===== src/rtl/audio_mix_scheduler.sv =====
// audio_mix_scheduler: once per sample period, fetch one stereo sample from each
// enabled source over valid/ready, mix the samples with saturation and present the
// result to the audio output stage. A source that misses the fetch window is
// treated as silence and flagged as underrun.
module audio_mix_scheduler #(
  parameter int WIDTH   = 16,
  parameter int DIV     = 1134,
  parameter int TIMEOUT = 64
) (
  input  logic             clk,
  input  logic             reset_n,
  input  logic             enable,
  input  logic [1:0]       src_en,
  input  logic             clear_status,
  input  logic             src0_valid,
  input  logic [WIDTH-1:0] src0_l,
  input  logic [WIDTH-1:0] src0_r,
  output logic             src0_ready,
  input  logic             src1_valid,
  input  logic [WIDTH-1:0] src1_l,
  input  logic [WIDTH-1:0] src1_r,
  output logic             src1_ready,
  output logic [WIDTH-1:0] out_l,
  output logic [WIDTH-1:0] out_r,
  output logic             out_valid,
  output logic [1:0]       underrun,
  output logic [7:0]       underrun_cnt
);

  localparam int CW = (DIV > 1) ? $clog2(DIV) : 1;
  localparam int WW = (TIMEOUT > 1) ? $clog2(TIMEOUT) : 1;
  localparam logic [CW-1:0] CNT_MAX = CW'(DIV - 1);
  localparam logic [WW-1:0] WC_MAX  = WW'(TIMEOUT - 1);

  typedef enum logic [1:0] {
    ST_IDLE    = 2'd0,
    ST_FETCH   = 2'd1,
    ST_MIX     = 2'd2,
    ST_PRESENT = 2'd3
  } state_t;

  // Signed add of two samples at WIDTH+1 bits, clamped to the WIDTH-bit range.
  function automatic logic [WIDTH-1:0] sat_add(input logic [WIDTH-1:0] a,
                                               input logic [WIDTH-1:0] b);
    logic [WIDTH:0] s;
    s = {a[WIDTH-1], a} + {b[WIDTH-1], b};
    if (s[WIDTH] != s[WIDTH-1]) begin
      sat_add = s[WIDTH] ? {1'b1, {(WIDTH-1){1'b0}}} : {1'b0, {(WIDTH-1){1'b1}}};
    end else begin
      sat_add = s[WIDTH-1:0];
    end
  endfunction

  // Add 0..2 events to the 8-bit underrun counter, sticking at 255.
  function automatic logic [7:0] cnt_add(input logic [7:0] base, input logic [1:0] miss);
    logic [8:0] t;
    t = {1'b0, base} + {8'd0, miss[0]} + {8'd0, miss[1]};
    cnt_add = (t > 9'd255) ? 8'hFF : t[7:0];
  endfunction

  state_t           state_q, state_d;
  logic [CW-1:0]    cnt_q, cnt_d;
  logic [WW-1:0]    wc_q, wc_d;
  logic [1:0]       en_q, en_d;
  logic [1:0]       got_q, got_d;
  logic [WIDTH-1:0] s0_l_q, s0_l_d, s0_r_q, s0_r_d;
  logic [WIDTH-1:0] s1_l_q, s1_l_d, s1_r_q, s1_r_d;
  logic [WIDTH-1:0] out_l_q, out_l_d, out_r_q, out_r_d;
  logic             out_valid_q, out_valid_d;
  logic [1:0]       underrun_q, underrun_d;
  logic [7:0]       ucnt_q, ucnt_d;
  logic             tick;
  logic             acc0, acc1;
  logic [1:0]       got_now;
  logic [1:0]       miss;

  // Ready is a pure decode of registered state so it drops as soon as reset asserts.
  assign src0_ready = (state_q == ST_FETCH) && en_q[0] && !got_q[0];
  assign src1_ready = (state_q == ST_FETCH) && en_q[1] && !got_q[1];
  assign acc0       = src0_valid && src0_ready;
  assign acc1       = src1_valid && src1_ready;
  assign got_now    = got_q | {acc1, acc0};
  assign miss       = en_q & ~got_q;
  assign tick       = (cnt_q == CNT_MAX) && enable;

  assign out_l        = out_l_q;
  assign out_r        = out_r_q;
  assign out_valid    = out_valid_q;
  assign underrun     = underrun_q;
  assign underrun_cnt = ucnt_q;

  // Next-state logic: period counter, fetch/mix sequencing and sticky status.
  always_comb begin
    state_d     = state_q;
    wc_d        = wc_q;
    en_d        = en_q;
    got_d       = got_q;
    s0_l_d      = s0_l_q;
    s0_r_d      = s0_r_q;
    s1_l_d      = s1_l_q;
    s1_r_d      = s1_r_q;
    out_l_d     = out_l_q;
    out_r_d     = out_r_q;
    out_valid_d = 1'b0;

    if (!enable) begin
      cnt_d = {CW{1'b0}};
    end else if (cnt_q == CNT_MAX) begin
      cnt_d = {CW{1'b0}};
    end else begin
      cnt_d = cnt_q + {{(CW-1){1'b0}}, 1'b1};
    end

    // A clear pulse is applied first so that an underrun set in the same cycle wins.
    if (clear_status) begin
      underrun_d = 2'b00;
      ucnt_d     = 8'd0;
    end else begin
      underrun_d = underrun_q;
      ucnt_d     = ucnt_q;
    end

    if (!enable) begin
      state_d = ST_IDLE;
    end else begin
      case (state_q)
        ST_IDLE: begin
          if (tick) begin
            en_d    = src_en;
            got_d   = 2'b00;
            s0_l_d  = {WIDTH{1'b0}};
            s0_r_d  = {WIDTH{1'b0}};
            s1_l_d  = {WIDTH{1'b0}};
            s1_r_d  = {WIDTH{1'b0}};
            wc_d    = {WW{1'b0}};
            state_d = ST_FETCH;
          end else begin
            state_d = ST_IDLE;
          end
        end
        ST_FETCH: begin
          got_d = got_now;
          if (acc0) begin
            s0_l_d = src0_l;
            s0_r_d = src0_r;
          end else begin
            s0_l_d = s0_l_q;
          end
          if (acc1) begin
            s1_l_d = src1_l;
            s1_r_d = src1_r;
          end else begin
            s1_l_d = s1_l_q;
          end
          if ((got_now & en_q) == en_q) begin
            state_d = ST_MIX;
          end else if (wc_q == WC_MAX) begin
            state_d = ST_MIX;
          end else begin
            wc_d = wc_q + {{(WW-1){1'b0}}, 1'b1};
          end
        end
        ST_MIX: begin
          out_l_d     = sat_add(got_q[0] ? s0_l_q : {WIDTH{1'b0}},
                                got_q[1] ? s1_l_q : {WIDTH{1'b0}});
          out_r_d     = sat_add(got_q[0] ? s0_r_q : {WIDTH{1'b0}},
                                got_q[1] ? s1_r_q : {WIDTH{1'b0}});
          out_valid_d = 1'b1;
          underrun_d  = underrun_d | miss;
          ucnt_d      = cnt_add(ucnt_d, miss);
          state_d     = ST_PRESENT;
        end
        ST_PRESENT: begin
          state_d = ST_IDLE;
        end
        default: begin
          state_d = ST_IDLE;
        end
      endcase
    end
  end

  // State and output registers; reset aborts any partial fetch.
  always_ff @(posedge clk or negedge reset_n) begin
    if (!reset_n) begin
      state_q     <= ST_IDLE;
      cnt_q       <= {CW{1'b0}};
      wc_q        <= {WW{1'b0}};
      en_q        <= 2'b00;
      got_q       <= 2'b00;
      s0_l_q      <= {WIDTH{1'b0}};
      s0_r_q      <= {WIDTH{1'b0}};
      s1_l_q      <= {WIDTH{1'b0}};
      s1_r_q      <= {WIDTH{1'b0}};
      out_l_q     <= {WIDTH{1'b0}};
      out_r_q     <= {WIDTH{1'b0}};
      out_valid_q <= 1'b0;
      underrun_q  <= 2'b00;
      ucnt_q      <= 8'd0;
    end else begin
      state_q     <= state_d;
      cnt_q       <= cnt_d;
      wc_q        <= wc_d;
      en_q        <= en_d;
      got_q       <= got_d;
      s0_l_q      <= s0_l_d;
      s0_r_q      <= s0_r_d;
      s1_l_q      <= s1_l_d;
      s1_r_q      <= s1_r_d;
      out_l_q     <= out_l_d;
      out_r_q     <= out_r_d;
      out_valid_q <= out_valid_d;
      underrun_q  <= underrun_d;
      ucnt_q      <= ucnt_d;
    end
  end

endmodule

===== config.mk =====
export PLATFORM = sky130hd
export DESIGN_NAME = audio_mix_scheduler
export DESIGN_NICKNAME = d
export VERILOG_FILES = /design/src/rtl/audio_mix_scheduler.sv
export SDC_FILE = /design/constraint.sdc
export NUM_CORES = 1
export LEC_CHECK = 0
export BUFFER_PORTS_ARGS = -buffer_cell sky130_fd_sc_hd__buf_2
export CORE_ASPECT_RATIO = 0.6
export CORE_MARGIN = 8
export CORE_UTILIZATION = 33
export DETAILED_ROUTE_END_ITERATION = 10
export PLACE_DENSITY = 0.54
export SKIP_LAST_GASP = 1
export SYNTH_ARGS = -nofsm -noshare
export SYNTH_HDL_FRONTEND = slang
export SYNTH_SLANG_ARGS = --single-unit

===== constraint.sdc =====
create_clock -name clk -period 5.94 [get_ports clk]
set_input_delay 0.594 -clock clk [delete_from_list [all_inputs] [get_ports clk]]
set_output_delay 0.594 -clock clk [all_outputs]
set_load 0.03 [all_outputs]

==> impl_metrics.py, run 1 <==
metrics = {
    "outcome": {
        "status": "finished clean",
    },
    "critical_path": {
        "critPathLaunch": "got_q[0]$_DFFE_PN0P_",
        "crit_chain": "and2_1 > ha_1 > inv_1 > fa_1 > nand2b_1 > a211oi_2 > nor2_1 > o31a_1 > a2111oi_4 > nor3_1 > a21oi_2",
        "criticalPathCategory": "reg2reg",
        "worstPathRequired_ps": 6290,
        "critPathTopFamily": "compound AO/OA/AOI/OAI gates",
        "cp-start-kind": "register",
        "r2r-end": "out_r[2]$_DFFE_PN0P_",
        "crit_arrival_ps": 4200,
        "r2r_setup_slack_ps": 2090,
        "cp-end-kind": "register",
        "worst-path-max-fanout": 34,
        "cp-endpoint": "out_r[2]$_DFFE_PN0P_",
        "reg2regPathDepth": 11,
        "path_depth": 11,
        "cp_slowest_cell": "dfrtp_1",
        "r2r_start": "got_q[0]$_DFFE_PN0P_",
        "crit_buf_inv": 1,
        "slowest_delay_ps": 840,
    },
    "clock_tree": {
        "numCtsBuffers": 17,
        "ctsLongestPathBuffers": 2,
        "post_cts_buffers": 0,
        "cts.sinks": 130,
        "clk_pin_slew_ps": 60,
        "cts_hold_buf": 0,
        "cts.repair.resized": 0,
        "htreeDepth": 4,
        "clkLatencyLatePin_ps": 420,
        "cts_tree": "yes",
        "cts_root_buf": "clkbuf_16",
    },
    "layout": {
        "mostFrequentLayoutCells": "133 x nand2_1, 130 x dfrtp_1, 115 x buf_2",
        "final_common_cell": "nand2_1",
        "layout-drive-gt1-share_pct": 19.5,
        "area_delta_synth_final_pct": 19.0,
        "fill_cells": 2365,
        "nNetsFinal": 1048,
        "fin_area_um2": 9050,
    },
    "synthesis": {
        "synth.avg_cell_area_um2": 9.14,
        "yosys_warnings": 0,
        "synth_cells": 832,
        "syn_area_um2": 7600,
        "synth-edff-count": 0,
        "synth_top_flop_cell": "dfrtp_1",
        "async_reset_ff_share_pct": 100,
        "synth-seq-cells": 130,
        "syn_nets": 947,
        "synth_cell_types": 68,
        "synth_seq_area_share_pct": 42.8,
    },
    "pwr": {
        "p_clk_share_pct": 54.7,
        "ir_drop_mv": 0.163,
        "swShare_pct": 20.7,
        "p_sw_w": 0.000430,
        "p_leak_nw": 4.36,
        "p_seq_share_pct": 42.8,
        "p_int_w": 0.00165,
        "pwr_density_cell_nw_per_um2": 230,
        "comb_power_share_pct": 2.5,
    },
    "placement": {
        "portBuffers": 116,
        "dpl.hpwl_um": 16600,
        "placed_area_um2": 8420,
        "gp_congestion": 0.894,
    },
    "grt": {
        "grtUsageTotal_pct": 16.0,
        "grt_pass1_vias": 6077,
        "antenna_found_initial": 1,
        "grt-ovfl-total": 0,
        "grt_max_degree": 72,
        "grt_pass1_wl_um": 35300,
    },
    "floorplan": {
        "die_h_um": 134,
        "die_w_um": 212,
        "io_pins": 117,
        "fp.coreArea_um2": 22900,
        "die_area_um2": 28300,
        "rows": 43,
        "start_util_pct": 33.2,
    },
    "route": {
        "drtIter0Drc": 470,
        "ant_nets": 0,
        "routedWlPerCell_um": 17.7,
        "dr.pass1.iters": 5,
        "drcViolationCount": 0,
        "avgViaCountPerCell": 4.98,
        "via_count": 6281,
        "wl_um": 22400,
    },
    "timing": {
        "clock_skew_ps": 9.17,
        "post-route-period-util_pct": 64.9,
        "period_needed_ps": 3850,
        "fin_setup_tns_ps": 0,
        "slew_headroom_pct": 29.2,
        "hold_viol": 0,
        "fmax_ghz": 0.260,
        "finalMaxSlewViolations": 0,
        "tightest_slew_ps": 1030,
        "rsz0062_at_grt": "no",
        "report.final.setup_viol": 0,
    },
    "flow_run": {
        "maxCapViolations": 0,
    },
    "min_path": {
        "hold_class": "in2async",
    },
}
[cell type report]
cell class / count / area (um^2) / area share [%]
timing repair buffer: 123 / 639 / 7.07
sequential: 130 / 3250 / 36.0
multi-input combinational: 634 / 4030 / 44.6
antenna: 1 / 2.50 / 0.0277
inverter: 27 / 101 / 1.12
clock buffer: 20 / 437 / 4.83
tap: 315 / 394 / 4.36
clock inverter: 12 / 188 / 2.07
[power by group through the flow]
stage | Sequential (W) | Combinational (W) | Clock [W]
floorplan | 0.000905 | 0.00000572 | 0
global placement | 0.000905 | 0.0000535 | 0
detailed placement | 0.000905 | 0.0000534 | 0
CTS | 0.000890 | 0.0000539 | 0.00116
global route | 0.000890 | 0.0000589 | 0.00120
finish | 0.000890 | 0.0000516 | 0.00114
[worst reg2reg max path, stage by stage (launching register included)]
cell and delay [ps]:
dfrtp_1 840, and2_1 260, ha_1 220, inv_1 70, fa_1 390, nand2b_1 210
a211oi_2 290, nor2_1 90, o31a_1 370, a2111oi_4 740, nor3_1 140, a21oi_2 140
[cell usage after synthesis, types with 8 or more instances]
cell,instances,area share (%)
nand3_1,26,1.7
a22o_1,32,3.7
a211oi_1,8,0.79
and2_1,62,5.1
xor2_1,16,1.8
dfrtp_1,130,43
nor2_1,45,2.2
inv_1,26,1.3
nor2b_1,8,0.66
nor3_1,10,0.66
o21ai_2,9,1.0
o21ai_0,71,4.7
a21oi_1,43,2.8
o21ai_1,8,0.53
ha_1,40,6.6
o211ai_1,8,0.79
and3_1,8,0.66
nand2_1,133,6.6
xnor2_1,19,2.2
clkbuf_1,26,1.3
buf_2,8,0.53
[sequential cells by signal, summed over array words and instances, names as in the netlist, 6 cells and up]
name,cells
cnt_q,11
s0_r_q,16
s1_r_q,16
s0_l_q,16
s1_l_q,16
out_r,16
underrun_cnt,8
wc_q,6
out_l,16
[through the flow]
| step | hold slack, ps | utilization (%) | instances | setup slack (ps) | power, W |
|---|---|---|---|---|---|
| after floorplan | 298 | - | 832 | 2940 | 0.000911 |
| after global placement | 457 | 36.8 | 1229 | 2210 | 0.000959 |
| after detailed placement | 469 | 36.8 | 1229 | 2080 | 0.000959 |
| after CTS | 154 | 39.6 | 1261 | 2050 | 0.00211 |
| after global routing | 173 | 39.6 | 1261 | 1720 | 0.00215 |
| final | 126 | 39.6 | 1262 | 2090 | 0.00208 |
[cells by family after synthesis]
family	count (synthesis)	share of synthesized area, %
adders and majority gates	43	7.37
and+or+nand+nor	326	20.7
muxes	2	0.280
xor gates and xnor gates	36	4.25
buffers and inverters	68	4.25
DFF	130	42.8
AOI/OAI and AO/OA	227	20.4
[worst min-delay path by stage]
stage / depth (start not counted) / slack (ps) / to / startpoint
after floorplan: 0 / 300 / cnt_q[0]$_DFF_PN0_ / reset_n
after global placement: 2 / 460 / out_l[15]$_DFFE_PN0P_ / out_l[15]$_DFFE_PN0P_
final: 1 / 130 / s0_r_q[3]$_DFFE_PN0P_ / reset_n
after global routing: 1 / 170 / s0_r_q[3]$_DFFE_PN0P_ / reset_n
after detailed placement: 2 / 470 / out_r[13]$_DFFE_PN0P_ / out_r[13]$_DFFE_PN0P_
after CTS: 1 / 150 / s0_r_q[5]$_DFFE_PN0P_ / reset_n
[per-layer routing]
| layer | part of all wire, % | vias to the layer above | global-route usage [%] |
|---|---|---|---|
| met1 | 60 | 2956 | 27.8 |
| met5 | 0 | - | 0 |
| met3 | 6.5 | 13 | 4.67 |
| met2 | 32 | 192 | 16.9 |
| met4 | 1.1 | 0 | 4.46 |
| li1 | - | 3120 | - |
Note: power is estimated with default switching activity, not from simulation.
==> inputs of run 2 (changes only) <==
--- a/config.mk
+++ b/config.mk
@@ -10,7 +10,7 @@
 export CORE_MARGIN = 8
 export CORE_UTILIZATION = 33
 export DETAILED_ROUTE_END_ITERATION = 10
-export PLACE_DENSITY = 0.54
+export PLACE_DENSITY = 0.56
 export SKIP_LAST_GASP = 1
 export SYNTH_ARGS = -nofsm -noshare
 export SYNTH_HDL_FRONTEND = slang
==> constraint.sdc (replaced) <==
create_clock -name clk -period 3.35 [get_ports clk]
set_input_delay 0.335 -clock clk [delete_from_list [all_inputs] [get_ports clk]]
set_output_delay 0.335 -clock clk [all_outputs]
set_load 0.03 [all_outputs]
==> run 2 against run 1 <==
Effect of this change: clock-buffer cell count rose by 1; total power increased by 77%; via count is 0.78% lower; critical path depth increased by 1; final area up 2.0%; cell count rose by 1.5%; critical path type unchanged; highest routed layer is now met5.
==> impl_metrics.py, run 2 (synthesis gave the netlist of run 1 again) <==
metrics = {
    "outcome": {
        "status": "finished clean",
    },
    "timing": {
        "report.final.setup_viol": 0,
        "fin_setup_tns_ps": 0,
        "finalMaxSlewViolations": 0,
        "rsz0062_at_grt": "no",
        "tightest_slew_ps": 746,
        "post-route-period-util_pct": 94.5,
        "fmax_ghz": 0.316,
        "hold_viol": 0,
        "slew_headroom_pct": 50.3,
        "clock_skew_ps": 15.0,
        "period_needed_ps": 3170,
    },
    "clock_tree": {
        "ctsLongestPathBuffers": 2,
        "clk_pin_slew_ps": 60,
        "clkLatencyLatePin_ps": 440,
        "cts.sinks": 130,
        "cts_tree": "yes",
        "numCtsBuffers": 17,
        "htreeDepth": 4,
        "cts_root_buf": "clkbuf_16",
    },
    "layout": {
        "nNetsFinal": 1068,
        "fin_util_pct": 40.4,
        "area_delta_synth_final_pct": 21.5,
        "diodes": 0,
        "layout-drive-gt1-share_pct": 21.4,
        "mostFrequentLayoutCells": "133 x nand2_1, 129 x dfrtp_1, 115 x buf_2",
        "final_common_cell": "nand2_1",
    },
    "floorplan": {
        "start_util_pct": 33.2,
        "io_pins": 117,
        "die_w_um": 212,
        "rows": 43,
        "die_area_um2": 28300,
        "fp.coreArea_um2": 22900,
        "die_h_um": 134,
    },
    "grt": {
        "grt-ovfl-total": 0,
        "grt_pass1_wl_um": 35700,
        "grtUsageTotal_pct": 16.2,
        "grt_max_degree": 77,
        "grt_pass1_vias": 5946,
        "antenna_found_initial": 2,
    },
    "critical_path": {
        "reg2regPathDepth": 12,
        "worst-path-max-fanout": 10,
        "critPathLaunch": "got_q[0]$_DFFE_PN0P_",
        "cp-start-kind": "register",
        "r2r-end": "out_r[5]$_DFFE_PN0P_",
        "r2r_setup_slack_ps": 180,
        "crit_arrival_ps": 3480,
        "criticalPathCategory": "reg2reg",
        "cp-endpoint": "out_r[5]$_DFFE_PN0P_",
        "r2r_start": "got_q[0]$_DFFE_PN0P_",
        "worstPathRequired_ps": 3670,
        "cp-end-kind": "register",
    },
    "route": {
        "avgViaCountPerCell": 4.86,
        "dr.pass1.iters": 5,
        "wl_met3_um": 1130,
        "wl_um": 22600,
        "drtIter0Drc": 470,
        "drcViolationCount": 0,
        "wl_met2_um": 7340,
        "ant_nets": 0,
        "top_layer_used": "met5",
        "routedWlPerCell_um": 17.6,
        "wl_met1_um": 13900,
        "via_count": 6232,
    },
    "placement": {
        "gp_congestion": 0.866,
        "portBuffers": 116,
        "dpl.hpwl_um": 16900,
    },
    "flow_run": {
        "maxCapViolations": 0,
    },
    "pwr": {
        "p_leak_nw": 4.46,
        "ir_drop_mv": 0.259,
        "pwr_density_cell_nw_per_um2": 398,
    },
    "min_path": {
        "hold_class": "in2reg",
        "hp-start": "src0_l[10]",
    },
}
==> run 2: cell count changes in the layout (fill, tap and decap cells not counted), moves of 2 or more <==
| cell | change |
|---|---|
| clkinvlp_4 | +3 |
| clkbuf_1 | -3 |
| buf_4 | +17 |
| bufinv_16 | -2 |
| clkinv_4 | +2 |
| clkinv_2 | -5 |
| buf_12 | +2 |
| clkbuf_8 | +4 |
==> run 2: metrics by stage <==
stage / area [um^2] / cells / total power [W] / hold slack, ps / setup slack (ps)
after floorplan: 7600 / 832 / 0.00162 / 39.4 / 346
after global placement: 8580 / 1247 / 0.00170 / 417 / 139
after detailed placement: 8580 / 1247 / 0.00170 / 413 / 65.8
after CTS: 9220 / 1280 / 0.00372 / 81.5 / 10.9
after global routing: 9230 / 1281 / 0.00380 / 101 / 36.8
final: 9230 / 1281 / 0.00368 / 107 / 185
==> run 2: report_power, final <==
group	switching, W	internal (W)	total (W)
Combinational	0.0000543	0.0000373	0.0000915
Sequential	0.00000362	0.00157	0.00158
Clock	0.000757	0.00125	0.00201
==> run 2: worst min path at each step <==
stage	endpoint	cells past startpoint	slack, ps
detailed placement	s0_r_q[2]$_DFFE_PN0P_	1	410
global placement	s0_r_q[3]$_DFFE_PN0P_	1	420
floorplan	cnt_q[0]$_DFF_PN0_	0	40
finish	s0_l_q[10]$_DFFE_PN0P_	3	110
global route	s1_l_q[5]$_DFFE_PN0P_	2	100
CTS	s0_l_q[13]$_DFFE_PN0P_	3	80
==> run 2: final cells by class <==
class	count	area, um^2
clock inverter	11	151
fill	2322	13600
clock buffer	21	480
tap	315	394
timing repair buffer	143	817
inverter	27	101
multi-input combinational	634	4040
sequential	130	3250
==> run 2: what timing repair did <==
action / 4_1_cts / 5_1_grt
endpoints found under the setup margin: 0 / 29
buffers inserted: 0 / 1
resized for setup: 0 / 2
hold endpoints to repair: 75 / 0
hold buffers: 1 / 0
==> run 2: routing by layer <==
layer  global-route usage, %  up-vias
met2                    17.6      160
met4                    4.04        4
met5                       0        -
met1                    28.3     2906
met3                    4.34       16
li1                        -     3146
==> run 2: critical path, cell delays in order (launching register included) <==
cell	delay [ps]
dfrtp_2	460
buf_4	180
buf_4	140
and2_1	160
ha_1	370
o211ai_1	270
o211ai_2	140
a221o_1	430
a211oi_4	340
nor2_2	100
o21ai_4	140
buf_4	220
o21ai_1	100
